==> src/rtl/pipe_ctrl_pkg.sv <==
// Shared types and stage indices for the RV32IM pipeline controller.
package pipe_ctrl_pkg;

  typedef enum logic [1:0] {
    RUN,
    MD_WAIT,
    MD_HOLD
  } state_t;

  localparam int unsigned NSTAGE = 4;
  localparam int unsigned IFID   = 0;
  localparam int unsigned IDEX   = 1;
  localparam int unsigned EXMEM  = 2;
  localparam int unsigned MEMWB  = 3;

  typedef logic [NSTAGE-1:0] stage_vec_t;

endpackage

==> src/rtl/pipe_ctrl_if.sv <==
// Hazard inputs and pipeline-register controls exchanged between the core and pipe_ctrl.
interface pipe_ctrl_if #(
  parameter int unsigned CNT_W  = 32,
  parameter int unsigned REG_AW = 5
);
  logic [REG_AW-1:0] id_rs1;
  logic [REG_AW-1:0] id_rs2;
  logic              id_use_rs1;
  logic              id_use_rs2;
  logic [REG_AW-1:0] ex_rd;
  logic              ex_mem_read;
  logic              ex_is_md;
  logic              ex_redirect;
  logic              dmem_wait;
  logic              md_done;
  logic              md_start;
  logic              en_pc;
  logic              en_ifid;
  logic              en_idex;
  logic              en_exmem;
  logic              en_memwb;
  logic              flush_ifid;
  logic              flush_idex;
  logic              flush_memwb;
  logic [CNT_W-1:0]  stall_cnt;
  logic [CNT_W-1:0]  flush_cnt;

  modport master (
    output id_rs1, id_rs2, id_use_rs1, id_use_rs2, ex_rd, ex_mem_read,
           ex_is_md, ex_redirect, dmem_wait, md_done,
    input  md_start, en_pc, en_ifid, en_idex, en_exmem, en_memwb,
           flush_ifid, flush_idex, flush_memwb, stall_cnt, flush_cnt
  );

  modport slave (
    input  id_rs1, id_rs2, id_use_rs1, id_use_rs2, ex_rd, ex_mem_read,
           ex_is_md, ex_redirect, dmem_wait, md_done,
    output md_start, en_pc, en_ifid, en_idex, en_exmem, en_memwb,
           flush_ifid, flush_idex, flush_memwb, stall_cnt, flush_cnt
  );

endinterface

==> src/rtl/pipe_ctrl_sat_cnt.sv <==
// Saturating up-counter with asynchronous active-high clear.
module sat_cnt #(
  parameter int unsigned W = 32
) (
  input  logic         clk,
  input  logic         rst,
  input  logic         inc,
  output logic [W-1:0] cnt
);

  logic [W-1:0] cnt_q;
  logic [W-1:0] cnt_d;

  always_comb begin
    cnt_d = cnt_q;
    if (inc && (cnt_q != '1)) cnt_d = cnt_q + W'(1);
  end

  always_ff @(posedge clk or posedge rst) begin
    if (rst) cnt_q <= '0;
    else     cnt_q <= cnt_d;
  end

  assign cnt = cnt_q;

endmodule

==> src/rtl/pipe_ctrl.sv <==
// Pipeline stall/flush controller: load-use, redirect, dmem wait and mul/div sequencing.
module pipe_ctrl
  import pipe_ctrl_pkg::*;
#(
  parameter int unsigned CNT_W  = 32,
  parameter int unsigned REG_AW = 5
) (
  input  logic     clk,
  input  logic     rst,
  pipe_ctrl_if.slave bus
);

  state_t            state_q;
  state_t            state_d;
  stage_vec_t        en;
  logic              en_pc;
  logic              flush_ifid;
  logic              flush_idex;
  logic              flush_memwb;
  logic              md_start;
  logic              redirect_take;
  logic              load_use;
  logic [REG_AW-1:0] ex_rd;

  assign ex_rd = bus.ex_rd;

  assign load_use = bus.ex_mem_read && (ex_rd != '0) &&
                    ((bus.id_use_rs1 && (bus.id_rs1 == ex_rd)) ||
                     (bus.id_use_rs2 && (bus.id_rs2 == ex_rd)));

  always_comb begin
    state_d       = state_q;
    en            = '0;
    en_pc         = 1'b0;
    flush_ifid    = 1'b0;
    flush_idex    = 1'b0;
    flush_memwb   = 1'b0;
    md_start      = 1'b0;
    redirect_take = 1'b0;

    unique case (state_q)
      RUN: begin
        if (bus.dmem_wait) begin
          en = '0;
        end else if (bus.ex_redirect) begin
          en            = '1;
          en_pc         = 1'b1;
          flush_ifid    = 1'b1;
          flush_idex    = 1'b1;
          redirect_take = 1'b1;
        end else if (bus.ex_is_md) begin
          md_start     = 1'b1;
          en[MEMWB]    = 1'b1;
          flush_memwb  = 1'b1;
          state_d      = MD_WAIT;
        end else if (load_use) begin
          en[IDEX]     = 1'b1;
          en[EXMEM]    = 1'b1;
          en[MEMWB]    = 1'b1;
          flush_idex   = 1'b1;
        end else begin
          en    = '1;
          en_pc = 1'b1;
        end
      end

      MD_WAIT: begin
        en[MEMWB]   = 1'b1;
        flush_memwb = 1'b1;
        // Done while MEM is stalled: the md unit holds its result, so park in MD_HOLD.
        if (bus.md_done) begin
          if (!bus.dmem_wait) begin
            en          = '1;
            en_pc       = 1'b1;
            flush_memwb = 1'b0;
            state_d     = RUN;
          end else begin
            state_d     = MD_HOLD;
          end
        end
      end

      MD_HOLD: begin
        if (!bus.dmem_wait) begin
          en      = '1;
          en_pc   = 1'b1;
          state_d = RUN;
        end
      end

      default: state_d = RUN;
    endcase

    if (rst) begin
      en            = '0;
      en_pc         = 1'b0;
      flush_ifid    = 1'b0;
      flush_idex    = 1'b0;
      flush_memwb   = 1'b0;
      md_start      = 1'b0;
      redirect_take = 1'b0;
    end
  end

  always_ff @(posedge clk or posedge rst) begin
    if (rst) state_q <= RUN;
    else     state_q <= state_d;
  end

  sat_cnt #(.W(CNT_W)) u_stall_cnt (
    .clk (clk),
    .rst (rst),
    .inc (~en_pc),
    .cnt (bus.stall_cnt)
  );

  sat_cnt #(.W(CNT_W)) u_flush_cnt (
    .clk (clk),
    .rst (rst),
    .inc (redirect_take),
    .cnt (bus.flush_cnt)
  );

  assign bus.md_start    = md_start;
  assign bus.en_pc       = en_pc;
  assign bus.en_ifid     = en[IFID];
  assign bus.en_idex     = en[IDEX];
  assign bus.en_exmem    = en[EXMEM];
  assign bus.en_memwb    = en[MEMWB];
  assign bus.flush_ifid  = flush_ifid;
  assign bus.flush_idex  = flush_idex;
  assign bus.flush_memwb = flush_memwb;

endmodule
==> src/flat_wrapper.sv <==
// flat-port wrapper written by rule: the top's interface ports become plain ports
module pipe_ctrl_flat import pipe_ctrl_pkg::*;
#(
  parameter int unsigned CNT_W  = 32,
  parameter int unsigned REG_AW = 5
)
  (clk, rst, bus_id_rs1, bus_id_rs2, bus_id_use_rs1, bus_id_use_rs2, bus_ex_rd, bus_ex_mem_read, bus_ex_is_md, bus_ex_redirect, bus_dmem_wait, bus_md_done, bus_md_start, bus_en_pc, bus_en_ifid, bus_en_idex, bus_en_exmem, bus_en_memwb, bus_flush_ifid, bus_flush_idex, bus_flush_memwb, bus_stall_cnt, bus_flush_cnt);
  pipe_ctrl_if #(.CNT_W(CNT_W), .REG_AW(REG_AW)) bus_i ();
  input  logic clk;
  input  logic rst;
  input wire logic [$bits(bus_i.id_rs1)-1:0] bus_id_rs1;
  input wire logic [$bits(bus_i.id_rs2)-1:0] bus_id_rs2;
  input wire logic [$bits(bus_i.id_use_rs1)-1:0] bus_id_use_rs1;
  input wire logic [$bits(bus_i.id_use_rs2)-1:0] bus_id_use_rs2;
  input wire logic [$bits(bus_i.ex_rd)-1:0] bus_ex_rd;
  input wire logic [$bits(bus_i.ex_mem_read)-1:0] bus_ex_mem_read;
  input wire logic [$bits(bus_i.ex_is_md)-1:0] bus_ex_is_md;
  input wire logic [$bits(bus_i.ex_redirect)-1:0] bus_ex_redirect;
  input wire logic [$bits(bus_i.dmem_wait)-1:0] bus_dmem_wait;
  input wire logic [$bits(bus_i.md_done)-1:0] bus_md_done;
  output wire logic [$bits(bus_i.md_start)-1:0] bus_md_start;
  output wire logic [$bits(bus_i.en_pc)-1:0] bus_en_pc;
  output wire logic [$bits(bus_i.en_ifid)-1:0] bus_en_ifid;
  output wire logic [$bits(bus_i.en_idex)-1:0] bus_en_idex;
  output wire logic [$bits(bus_i.en_exmem)-1:0] bus_en_exmem;
  output wire logic [$bits(bus_i.en_memwb)-1:0] bus_en_memwb;
  output wire logic [$bits(bus_i.flush_ifid)-1:0] bus_flush_ifid;
  output wire logic [$bits(bus_i.flush_idex)-1:0] bus_flush_idex;
  output wire logic [$bits(bus_i.flush_memwb)-1:0] bus_flush_memwb;
  output wire logic [$bits(bus_i.stall_cnt)-1:0] bus_stall_cnt;
  output wire logic [$bits(bus_i.flush_cnt)-1:0] bus_flush_cnt;
  assign bus_i.id_rs1 = bus_id_rs1;
  assign bus_i.id_rs2 = bus_id_rs2;
  assign bus_i.id_use_rs1 = bus_id_use_rs1;
  assign bus_i.id_use_rs2 = bus_id_use_rs2;
  assign bus_i.ex_rd = bus_ex_rd;
  assign bus_i.ex_mem_read = bus_ex_mem_read;
  assign bus_i.ex_is_md = bus_ex_is_md;
  assign bus_i.ex_redirect = bus_ex_redirect;
  assign bus_i.dmem_wait = bus_dmem_wait;
  assign bus_i.md_done = bus_md_done;
  assign bus_md_start = bus_i.md_start;
  assign bus_en_pc = bus_i.en_pc;
  assign bus_en_ifid = bus_i.en_ifid;
  assign bus_en_idex = bus_i.en_idex;
  assign bus_en_exmem = bus_i.en_exmem;
  assign bus_en_memwb = bus_i.en_memwb;
  assign bus_flush_ifid = bus_i.flush_ifid;
  assign bus_flush_idex = bus_i.flush_idex;
  assign bus_flush_memwb = bus_i.flush_memwb;
  assign bus_stall_cnt = bus_i.stall_cnt;
  assign bus_flush_cnt = bus_i.flush_cnt;
  pipe_ctrl #(.CNT_W(CNT_W), .REG_AW(REG_AW)) u_core (.clk(clk), .rst(rst), .bus(bus_i));
endmodule
==> config.mk <==
export PLATFORM = sky130hd
export DESIGN_NAME = pipe_ctrl_flat
export DESIGN_NICKNAME = d
export VERILOG_FILES = /design/src/rtl/pipe_ctrl_pkg.sv /design/src/rtl/pipe_ctrl_if.sv /design/src/rtl/pipe_ctrl_sat_cnt.sv /design/src/rtl/pipe_ctrl.sv /design/src/flat_wrapper.sv
export SDC_FILE = /design/constraint.sdc
export NUM_CORES = 1
export LEC_CHECK = 0
export BUFFER_PORTS_ARGS = -buffer_cell sky130_fd_sc_hd__buf_2
export CAP_MARGIN = 20
export CORE_ASPECT_RATIO = 1.5
export CORE_MARGIN = 2
export CORE_UTILIZATION = 54
export CTS_BUF_LIST = sky130_fd_sc_hd__clkbuf_8
export DETAILED_ROUTE_END_ITERATION = 10
export HOLD_SLACK_MARGIN = 0.08
export PLACE_DENSITY = 0.83
export SLEW_MARGIN = 10
export SYNTH_ARGS = -nofsm -noshare
export SYNTH_HDL_FRONTEND = slang
export SYNTH_SLANG_ARGS = --single-unit
export TNS_END_PERCENT = 1
==> constraint.sdc <==
create_clock -name clk -period 2.5 [get_ports clk]
set_clock_uncertainty 0.05 [all_clocks]
set_input_delay 0.25 -clock clk [delete_from_list [all_inputs] [get_ports clk]]
set_output_delay 0.25 -clock clk [all_outputs]
set_load 0.1 [all_outputs]
Word level (Yosys, flattened, before mapping)
Index checks and enable logic that the tools add are counted.
{"block": "op_classes", "reduce_logical": 10, "eq_ne": 11, "bitwise_logic": 1, "muxes": 42, "addsub": 2}
{"op": "adder 32 x 1 -> 32 bit (second input constant)", "n": 2}
{"op": "inequality test 32 bit (second input constant)", "n": 2}
{"op": "two-way mux 1 bit", "n": 25}
{"op": "two-way mux 4 bit", "n": 4}
{"op": "two-way mux 2 bit", "n": 6}
{"op": "one-hot mux 4 bit (3 select lines)", "n": 1}
{"op": "== test 5 bit", "n": 2}
{"op": "inequality test 2 bit (second input constant)", "n": 5}
{"op": "two-way mux 3 bit", "n": 3}
{"op": "logical AND 1 bit", "n": 6}
{"op": "one-hot mux 2 bit (3 select lines)", "n": 1}
{"op": "AND reduction 5 bit", "n": 1}
{"op": "nonzero test 5 bit", "n": 1}
{"op": "one-hot mux 1 bit (3 select lines)", "n": 1}
{"op": "== test 2 x 1 -> 1 bit (second input constant)", "n": 1}
{"op": "== test 2 bit (second input constant)", "n": 1}
{"op": "zero test 2 bit", "n": 1}
{"op": "one-hot mux 1 bit (2 select lines)", "n": 1}
{"op": "logical OR 1 bit", "n": 1}
{"op": "NOT 1 bit", "n": 1}
{"block": "totals", "elab_cells": 69, "regBits": 66, "output_inout_bits": 73}

Longest topological paths before layout
Gate-level depths: netlist of run 1.
{"block": "depth", "word_depth": 12, "mapped_depth": 8}

Modules after synthesis
Synthesis of run 1 repeated with hierarchy kept, for this count alone.
{"block": "unflattened", "cells_unflattened": 337, "area_unflattened_um2": 3579.7}
{"module": "sat_cnt at u_core.u_stall_cnt", "cells_each": 151, "n_inst": 1, "seq_area_each_um2": 800.8, "area_each_um2": 1647.8}
{"module": "sat_cnt at u_core.u_flush_cnt", "cells_each": 139, "n_inst": 1, "seq_area_each_um2": 800.8, "area_each_um2": 1561.5}
{"module": "pipe_ctrl", "cells_each": 47, "n_inst": 1, "seq_area_each_um2": 50.0, "area_each_um2": 370.4}

Worst setup path before layout of run 1
No wires, ideal clock.
{"block": "synth_timing", "path_type": "reg-to-output", "startpoint": "register u_core.state_q[0]", "endpoint": "output port bus_en_pc", "required_ns": 2.200, "slack_ns": -1.436, "path_stages_with_launch": 6, "n_path_buf": 1, "t_arrival_ns": 3.636, "path_cell_list": "dfrtp_1 > or2_1 > o32ai_2 > o221ai_1 > nand2_1 > buf_4"}
{"block": "synth_via", "elab_chain_cells": 3}
{"item": "start, declared", "line": "pipe_ctrl.sv:13", "source": "state_t state_q;"}
{"item": "start signal, assigned", "line": "pipe_ctrl.sv:107", "source": "else state_q <= state_d;"}
{"item": "== test 2 bit (tied with other cells)", "line": "pipe_ctrl.sv:41", "source": "unique case (state_q)"}
{"item": "one-hot mux 1 bit (3 select lines) (*)", "line": "pipe_ctrl.sv:41"}
{"item": "two-way mux 1 bit (*)", "line": "pipe_ctrl.sv:94", "source": "if (rst) begin"}
{"item": "end, declared", "line": "flat_wrapper.sv:22", "source": "output wire logic [$bits(bus_i.en_pc)-1:0] bus_en_pc;"}
Every way passes the cells marked *; elsewhere a longest branch is shown, timed or not.

Worst setup path in the final report of run 1
Ends and elaborated chain as after synthesis.

==> results of run 1 <==
[layout by cell type, fill, tap and decap left out, types with 2 or more instances in the layout]
cell         n
a21oi_1      5
inv_1        5
clkbuf_8    10
nor2_1      23
buf_4        7
nand4_1     22
buf_2       94
ha_1         2
nand2_1     26
nand3_1     27
clkinvlp_4   2
and3_1       6
nor4_2       2
xor2_1      40
mux2_1       2
nor4_1      12
or2_1        3
xnor2_1     32
and4_1       3
nand2b_1     4
or3_1        2
clkbuf_4     2
bufinv_16    2
or4_1        3
nor3_1      23
inv_2        2
dfrtp_1     66
[power breakdown]
part           leakage (uW)  internal (uW)  switching, uW  total, uW
combinational       0.00118            228           1050       1280
sequential         0.000893           1170            131       1300
clock              0.000109            590            426       1020
total               0.00218           1980           1610       3590
[path summary, 6_finish.rpt]
kind                                                        start                                endpoint  cells past startpoint
max                                 u_core.state_q[0]$_DFFE_PP0P_                               bus_en_pc                      5
min                                                 bus_dmem_wait           u_core.state_q[1]$_DFFE_PP0P_                      2
max reg2reg                         u_core.state_q[1]$_DFFE_PP0P_  u_core.u_flush_cnt.cnt[27]$_DFFE_PP0P_                      6
min reg2reg                u_core.u_flush_cnt.cnt[15]$_DFFE_PP0P_  u_core.u_flush_cnt.cnt[15]$_DFFE_PP0P_                      1
max in group asynchronous                                     rst  u_core.u_stall_cnt.cnt[28]$_DFFE_PP0P_                      4
min in group asynchronous                                     rst   u_core.u_flush_cnt.cnt[7]$_DFFE_PP0P_                      3
[per-layer routing]
layer / wire (um) / up-vias / global-route usage, %
met2: 4310 / 115 / 42.4
met4: 218 / 0 / 13.7
met5: 0 / - / 0
li1: - / 1398 / -
met3: 421 / 20 / 3.69
met1: 2950 / 1449 / 27.0
[timing repair]
action | in CTS | in global routing
setup endpoints to repair | 0 | 3
hold buffers | 1 | 0
hold endpoints to repair | 34 | 0
gates resized for setup | 0 | 3
[registers in the layout (all words and copies together) (netlist names)]
signal	cells
u_core.u_stall_cnt.cnt	32
u_core.state_q	2
u_core.u_flush_cnt.cnt	32
[worst reg2reg max path: stages (launching register included)]
cell and delay [ns]:
dfrtp_1 0.45, nor4_1 0.30, nand2_1 0.19, or4_4 0.58, a211oi_4 0.34, nand3_1 0.16
xnor2_1 0.15
[cell families after synthesis]
family,share of synthesized area [%]
simple gates,26.0
xor+xnor,18.6
flops,48.8
buf+inv,2.26
compound gates,2.85
mux,0.666
fa+ha+maj,0.740
[per-stage QoR]
stage	setup TNS (ns)	area (um^2)	power [uW]	cells	hold slack (ns)
floorplan	-12.84	3400	2350	336	0.349
global placement	0	4000	2570	504	0.418
detailed placement	0	4000	2590	504	0.430
CTS	0	4230	3600	521	0.146
global route	0	4240	3710	521	0.169
finish	0	4240	3590	521	0.152
[layout make-up]
type,instances,area (um^2)
clock inverter,6,88.8
inverter,7,26.3
sequential,66,1650
clock buffer,10,138
fill,457,1840
multi-input combinational,253,1680
tap,74,92.6
timing repair buffer,105,568
==> impl_metrics.json, run 1 <==
{
  "setup_viol": 0,
  "hold_class": "input port to flop",
  "yosysWarnings": 0,
  "tightestPinTransition_ns": 0.851,
  "die_h_um": 101,
  "cts-htree-levels": 3,
  "setup_slack_ns": 0.129,
  "netlist_instances": 336,
  "crit_path_max_fanout": 7,
  "routed_wl_mm": 7.90,
  "coreArea_um2": 6090,
  "start_kind": "flop",
  "slowest_delay_ns": 0.44,
  "rsz0062_at_grt": "false",
  "async_flop_share_pct": 100,
  "p_leak_uw": 0.00218,
  "cts_sinks": 66,
  "grt_max_degree": 36,
  "end_kind": "primary output",
  "initial_core_util_pct": 55.6,
  "timing_hold_violations_final": 0,
  "final_core_util_pct": 69.7,
  "synthesis.nets": 362,
  "worst-path-buf-inv": 1,
  "first_global_vias": 2866,
  "crit_family": "compound AO/OA/AOI/OAI gates",
  "ioPinCount": 97,
  "diodes": 0,
  "synth_area_leaders": "dfrtp_1 49%, xor2_1 10%, xnor2_1 8.3%, nand4_1 4.1%, nand3_1 4.0%",
  "syn_avg_cell_area_um2": 10.1,
  "status": "completed",
  "viasPerCell": 5.72,
  "nets": 468,
  "post-route-period-util_pct": 94.9,
  "worstPathCellList": "or2_1, o32ai_4, o221ai_1, nand2_2, clkbuf_4",
  "required_ns": 2.20,
  "netlist.area_leader.share_pct": 48.8,
  "clk_path_buf_depth": 2,
  "synth_top_cell_by_area": "dfrtp_1",
  "portBuffers": 96,
  "synth.distinct_cells": 38,
  "synth_commonest_cells": "66 x dfrtp_1, 40 x xor2_1, 32 x xnor2_1",
  "yosysMostFrequentCell": "dfrtp_1",
  "maxCapViolCount": 0,
  "syn_area_um2": 3380,
  "dr.first_iter.drc_count": 155,
  "cts_tree": "yes",
  "wire_per_inst_um": 15.2,
  "clk_pin_slew_ns": 0.07,
  "die_w_um": 68.6,
  "fin_crit_ns": 2.37,
  "ys.flop_type": "dfrtp_1",
  "slowest_stage": "dfrtp_1",
  "synth-edff-count": 0,
  "relSlewSlack_pct": 42.8,
  "dieArea_um2": 6920,
  "postCtsSetupBuffers": 0,
  "max_freq_ghz": 0.422,
  "setup.worst_path.class": "flop to primary output",
  "clk_latency_ns": 0.35,
  "gp_congestion": 0.872,
  "ff2ff_setup_slack_ns": 0.17,
  "cp_data_arrival_time_ns": 2.07,
  "drc": 0,
  "slew_viol_final": 0,
  "dp_slack_ns": 0.179,
  "drive_above_1_share_pct": 29.5,
  "power_density_nw_per_um2": 846,
  "grt_pass1_wl_mm": 12.8,
  "grt_antenna_before_repair": 0,
  "ys_seq_area_share_pct": 48.8,
  "overflow": 0,
  "areaGrowthSynthToFinish_pct": 25.5,
  "post-dp-hpwl_mm": 5.81,
  "cts_root_buffer": "clkbuf_8",
  "drtAntennaViolNets": 0,
  "first_pass_iters": 4,
  "ir_worst_vdd_v": 0.000990,
  "rows": 35,
  "vias": 2982,
  "grt.total_usage_pct": 24.3,
  "cts_buffers": 9,
  "synth-seq-cells": 66
}
(Power assumes the default switching activity.)
==> run 2, diff against run 1 <==
--- a/config.mk
+++ b/config.mk
@@ -5,15 +5,16 @@
 export SDC_FILE = /design/constraint.sdc
 export NUM_CORES = 1
 export LEC_CHECK = 0
+export ABC_AREA = 1
 export BUFFER_PORTS_ARGS = -buffer_cell sky130_fd_sc_hd__buf_2
 export CAP_MARGIN = 20
 export CORE_ASPECT_RATIO = 1.5
 export CORE_MARGIN = 2
-export CORE_UTILIZATION = 54
+export CORE_UTILIZATION = 55
 export CTS_BUF_LIST = sky130_fd_sc_hd__clkbuf_8
 export DETAILED_ROUTE_END_ITERATION = 10
 export HOLD_SLACK_MARGIN = 0.08
-export PLACE_DENSITY = 0.83
+export PLACE_DENSITY = 0.8
 export SLEW_MARGIN = 10
 export SYNTH_ARGS = -nofsm -noshare
 export SYNTH_HDL_FRONTEND = slang
==> run 2 against run 1 <==
Power increased by 2.1%. First-iteration DRC count is 67% higher. Non-clock buffer count increased by 1. Sequential share of layout area is 8.3 points lower. Synthesized cell count is 110% higher. Hold slack improved by 0.035 ns. Setup slack gained 0.0019 ns. Critical path depth rose by 4. Core utilization is 2.3 points lower. Synthesized area grew 34%. Clock power is 5% lower. Critical path type is now input port to primary output. Largest cell class unchanged. Highest routed layer unchanged.
==> impl_metrics.json, run 2 <==
{
  "ys.flop_type": "dfrtp_1",
  "setup_viol": 0,
  "coreArea_um2": 8010,
  "cp_data_arrival_time_ns": 2.07,
  "p_clk_share_pct": 26.4,
  "ir_worst_vdd_v": 0.000661,
  "slowest_stage": "dlygate4sd3_1",
  "power_density_nw_per_um2": 679,
  "cts-htree-levels": 3,
  "yosysMostFrequentCell": "nand2_1",
  "final_common_cell": "nand2_1",
  "synthesis.nets": 721,
  "wire_per_inst_um": 14.3,
  "die_w_um": 78.3,
  "initial_core_util_pct": 56.8,
  "rows": 40,
  "p_sw_uw": 1710,
  "drive_above_1_share_pct": 16.4,
  "drc": 0,
  "timing_hold_violations_final": 0,
  "synth_commonest_cells": "283 x nand2_1, 87 x nor2_1, 70 x inv_1",
  "ioPinCount": 97,
  "grt.total_usage_pct": 30.6,
  "netlist_instances": 695,
  "areaGrowthSynthToFinish_pct": 18.7,
  "viasPerCell": 5.34,
  "holdWs_ns": 0.186,
  "cts_tree": "yes",
  "relSlewSlack_pct": 43.7,
  "crit_path_max_fanout": 4,
  "slew_viol_final": 0,
  "fin_crit_ns": 2.37,
  "synth_area_leaders": "dfrtp_1 36%, nand2_1 23%, nor2_1 7.2%, xor2_1 6.7%, nand3_1 6.3%",
  "syn_area_um2": 4550,
  "vias": 4841,
  "rsz0062_at_grt": "false",
  "worstPathCellList": "dlygate4sd3_1, buf_2, nand2_1, o21ai_1, a21oi_1, nor2_4, nand2_1, clkinvlp_4, buf_12",
  "final_cell_mix": "283 x nand2_1, 94 x buf_2, 85 x nor2_1, 71 x inv_1, 66 x dfrtp_1",
  "portBuffers": 96,
  "synth-edff-count": 0,
  "tightestPinTransition_ns": 0.844,
  "hold_class": "input port to async pin",
  "yosysWarnings": 0,
  "dpl-instance-area_um2": 5180,
  "synth_top_cell_by_area": "dfrtp_1",
  "worst-path-buf-inv": 4,
  "crit_top_cell": "nand2_1",
  "p_int_uw": 1960,
  "end_kind": "primary output",
  "postCtsSetupBuffers": 0,
  "post-route-period-util_pct": 94.8,
  "diodes": 0,
  "p_comb_share_pct": 37.3,
  "clk_latency_ns": 0.35,
  "ff2ff_setup_slack_ns": 0.21,
  "crit_family": "buffers and inverters",
  "p_leak_uw": 0.00292,
  "overflow": 0,
  "nets": 823,
  "p_sw_share_pct": 46.6,
  "first_global_vias": 4765,
  "drtAntennaViolNets": 0,
  "dr.first_iter.drc_count": 259,
  "syn_avg_cell_area_um2": 6.54,
  "routed_wl_mm": 12.9,
  "cts_root_buffer": "clkbuf_8",
  "setup.worst_path.class": "input port to primary output",
  "max_freq_ghz": 0.422,
  "required_ns": 2.20,
  "async_flop_share_pct": 100,
  "cts_buffers": 9,
  "grt_antenna_before_repair": 0,
  "slowest_delay_ns": 0.54,
  "dieArea_um2": 9030,
  "maxCapViolCount": 0,
  "final_core_util_pct": 67.4,
  "gp_congestion": 0.973,
  "synth-seq-cells": 66,
  "post-dp-hpwl_mm": 9.71,
  "clk_pin_slew_ns": 0.07,
  "finalPower_uw": 3670,
  "cts_sinks": 66,
  "first_pass_iters": 5,
  "ys_seq_area_share_pct": 36.3,
  "netlist.area_leader.share_pct": 36.3,
  "final_cell_area_um2": 5400,
  "grt_max_degree": 67,
  "p_seq_share_pct": 36.3,
  "grt_pass1_wl_mm": 21.6,
  "synth.distinct_cells": 25,
  "start_kind": "input port",
  "clk_path_buf_depth": 2,
  "status": "completed",
  "die_h_um": 115
}
-- run 2: layout make-up --
class,count,area [um^2]
fillers,741,2610
well taps,105,131
clock buffers,9,124
flip-flops and latches,66,1650
inverters,71,274
repair buffers,106,588
multi-input cells,543,2550
clock inverters,6,76.3
-- run 2: cell families after synthesis --
kind of cell | after synthesis | share of synthesized area [%]
AO/OA/AOI/OAI | 15 | 1.71
flip-flops | 66 | 36.3
XOR/XNOR | 40 | 7.70
AND/OR/NAND/NOR | 486 | 45.4
buffers and inverters | 86 | 8.28
adder cells (fa/ha/maj) | 2 | 0.550
-- run 2: final timing paths --
kind,start,endpoint,cells past startpoint
worst max-delay path,bus_md_done,bus_en_ifid,9
worst min-delay path,rst,u_core.u_flush_cnt.cnt[0]$_DFFE_PP0P_,3
worst max register to register,u_core.u_stall_cnt.cnt[0]$_DFFE_PP0P_,u_core.u_stall_cnt.cnt[7]$_DFFE_PP0P_,9
worst min register to register,u_core.u_stall_cnt.cnt[8]$_DFFE_PP0P_,u_core.u_stall_cnt.cnt[8]$_DFFE_PP0P_,2
max in group asynchronous,rst,u_core.u_stall_cnt.cnt[7]$_DFFE_PP0P_,3
min in group clk,bus_dmem_wait,u_core.state_q[1]$_DFFE_PP0P_,3
-- run 2: layer usage --
metal	vias up	part of all wire [%]	GRT usage, %
met2	188	53	56.7
met5	-	0	0
met3	59	4.6	5.18
li1	2373	-	-
met4	0	5.8	20.6
met1	2221	37	31.1
-- run 2: power groups by stage --
stage               Clock (uW)  Combinational (uW)  Sequential (uW)
floorplan                    0                 421             2040
global placement             0                1350             1340
detailed placement           0                1370             1350
CTS                        984                1370             1330
global route              1030                1450             1350
finish                     967                1370             1330
-- run 2: repair_timing --
action                                 CTS  global route
setup endpoints to repair                0             9
endpoints found under the hold margin    1             0
hold buffers                             1             0
gates resized for setup                  0             2
-- run 2: worst register-to-register path, cell delays in order, from the launching register on --
cell and delay [ns]:
dfrtp_1 0.47, ha_1 0.31, nand3_2 0.18, nor2_4 0.19
nand3_1 0.11, nor2_2 0.14, nand4_4 0.22, buf_4 0.32
nand3_1 0.14, nand2_1 0.06
-- run 2: metrics by stage --
| step | setup slack (ns) | setup TNS (ns) | cells |
|---|---|---|---|
| 2_1_floorplan | -0.430 | -7.10 | 695 |
| 3_3_place_gp | 0.330 | 0 | 890 |
| 3_5_place_dp | 0.258 | 0 | 890 |
| 4_1_cts | 0.0818 | 0 | 906 |
| 5_1_grt | 0.00602 | 0 | 906 |
| 6_report | 0.131 | 0 | 906 |
==> run 3, diff against run 2 <==
--- a/config.mk
+++ b/config.mk
@@ -10,13 +10,12 @@
 export CAP_MARGIN = 20
 export CORE_ASPECT_RATIO = 1.5
 export CORE_MARGIN = 2
-export CORE_UTILIZATION = 55
+export CORE_UTILIZATION = 51
 export CTS_BUF_LIST = sky130_fd_sc_hd__clkbuf_8
 export DETAILED_ROUTE_END_ITERATION = 10
 export HOLD_SLACK_MARGIN = 0.08
-export PLACE_DENSITY = 0.8
+export PLACE_DENSITY = 0.75
 export SLEW_MARGIN = 10
 export SYNTH_ARGS = -nofsm -noshare
 export SYNTH_HDL_FRONTEND = slang
 export SYNTH_SLANG_ARGS = --single-unit
-export TNS_END_PERCENT = 1
==> run 3 against run 2 <==
Wire length fell by 5.4%. Flip-flop and latch count stayed put. Clock power fell by 1%. Combinational power about the same. Critical path type is now flop to primary output.
==> impl_metrics.json, run 3 (synthesized netlist as in run 2, its figures left out) <==
{
  "nets": 821,
  "worst-path-buf-inv": 2,
  "cts_tree": "yes",
  "fin_crit_ns": 2.33,
  "final_cells": 910,
  "setup_viol": 0,
  "grt_max_degree": 67,
  "dieArea_um2": 9710,
  "end_kind": "primary output",
  "postCtsSetupBuffers": 0,
  "clk_path_buf_depth": 2,
  "startpoint": "u_core.state_q[0]$_DFFE_PP0P_",
  "final_common_cell": "nand2_1",
  "cp_data_arrival_time_ns": 2.03,
  "clk_pin_slew_ns": 0.08,
  "post-route-period-util_pct": 93.1,
  "cts_sinks": 66,
  "worstPathCellList": "nor2_1, a21oi_2, nor2_4, nand2_4, clkinvlp_4, buf_2",
  "drc": 0,
  "gr-usage-met2_pct": 47.5,
  "final_core_util_pct": 61.7,
  "relSlewSlack_pct": 44.0,
  "cts-htree-levels": 3,
  "dpl-instance-area_um2": 5180,
  "grt_antenna_before_repair": 0,
  "final_cell_area_um2": 5380,
  "ir_worst_vdd_v": 0.000771,
  "post-dp-hpwl_mm": 9.45,
  "numPlacedInstances": 894,
  "power_density_nw_per_um2": 676,
  "dp_slack_ns": 0.447,
  "use_met3_pct": 3.91,
  "cts_hold_buffers": 0,
  "status": "completed",
  "die_w_um": 81.1,
  "coreArea_um2": 8720,
  "p_leak_uw": 0.00289,
  "grt_busiest_layer": "met2",
  "holdCritStartpoint": "bus_md_done",
  "dr.first_iter.drc_count": 265,
  "portBuffers": 96,
  "required_ns": 2.20,
  "slew_viol_final": 0,
  "grt_use_met1_pct": 29.3,
  "max_freq_ghz": 0.430,
  "cts_resized": 0,
  "tightestPinTransition_ns": 0.839,
  "crit_family": "simple AND/OR/NAND/NOR gates",
  "drive_above_1_share_pct": 17.9,
  "routed_wl_mm": 12.2,
  "cts_buffers": 9,
  "rsz0062_at_grt": "false",
  "clk_latency_ns": 0.36,
  "setup.worst_path.class": "flop to primary output",
  "timing_hold_violations_final": 0,
  "areaGrowthSynthToFinish_pct": 18.3,
  "final_cell_mix": "282 x nand2_1, 96 x buf_2, 84 x nor2_1, 66 x inv_1, 64 x dfrtp_1",
  "grt_pass1_wl_mm": 20.5,
  "start_kind": "flop",
  "vias": 4673,
  "overflow": 0,
  "crit-reg2reg-launch": "u_core.u_stall_cnt.cnt[0]$_DFFE_PP0P_",
  "ioPinCount": 97,
  "first_global_vias": 4549,
  "crit_path_max_fanout": 9,
  "gp_congestion": 0.972,
  "maxCapViolCount": 0,
  "slowest_stage": "dfrtp_1",
  "initial_core_util_pct": 52.1,
  "rows": 42,
  "hold_class": "input port to flop",
  "first_pass_iters": 5,
  "die_h_um": 120,
  "setup_slack_ns": 0.173,
  "drtAntennaViolNets": 0,
  "wire_per_inst_um": 13.5,
  "cts_root_buffer": "clkbuf_8",
  "grt.total_usage_pct": 27.0,
  "slowest_delay_ns": 0.46,
  "viasPerCell": 5.14,
  "diodes": 0
}
run 3: cell count changes in the layout (fill, tap and decap cells not counted), sizes merged:
cell and delta:
dlygate4sd3 -1, buf -1, clkinvlp +1, bufinv -1, inv -2, clkinv +2, clkbuf +1
run 3: area by class of cell:
type	count	area (um^2)
fill	828	3340
tap	110	138
multi-input combinational	543	2570
clock buffer	10	138
timing repair buffer	104	541
sequential	66	1650
inverter	71	274
clock inverter	6	65.1
run 3: metrics by stage:
| stage | setup TNS (ns) | hold WS (ns) | total power [uW] |
|---|---|---|---|
| 2_1_floorplan | -0.733 | 0.308 | 2470 |
| 3_3_place_gp | 0 | 0.449 | 2690 |
| 3_5_place_dp | 0 | 0.455 | 2710 |
| 4_1_cts | 0 | 0.107 | 3670 |
| 5_1_grt | 0 | 0.125 | 3790 |
| 6_report | 0 | 0.103 | 3640 |
run 3: final timing paths:
path / endpoint / slack, ns / depth (start not counted)
worst min-delay path: u_core.state_q[0]$_DFFE_PP0P_ / 0.10 / 2
worst max register to register: u_core.u_stall_cnt.cnt[16]$_DFFE_PP0P_ / 0.44 / 9
worst max-delay path: bus_en_ifid / 0.17 / 6
min in group asynchronous: u_core.u_flush_cnt.cnt[25]$_DFFE_PP0P_ / 0.21 / 3
worst min register to register: u_core.u_flush_cnt.cnt[11]$_DFFE_PP0P_ / 0.46 / 1
max in group asynchronous: u_core.u_stall_cnt.cnt[1]$_DFFE_PP0P_ / 1.60 / 3
run 3: power breakdown:
| group | switching (uW) | total, uW | internal [uW] |
|---|---|---|---|
| combinational | 1120 | 1350 | 235 |
| sequential | 161 | 1330 | 1170 |
| clock | 464 | 954 | 489 |
| total | 1740 | 3640 | 1900 |
run 3: routing by layer:
layer / routed length, um / part of all wire (%) / up-vias
li1: - / - / 2364
met1: 4660 / 38 / 2106
met2: 6390 / 52 / 150
met3: 504 / 4.1 / 53
met4: 695 / 5.7 / 0
met5: 0 / 0 / -
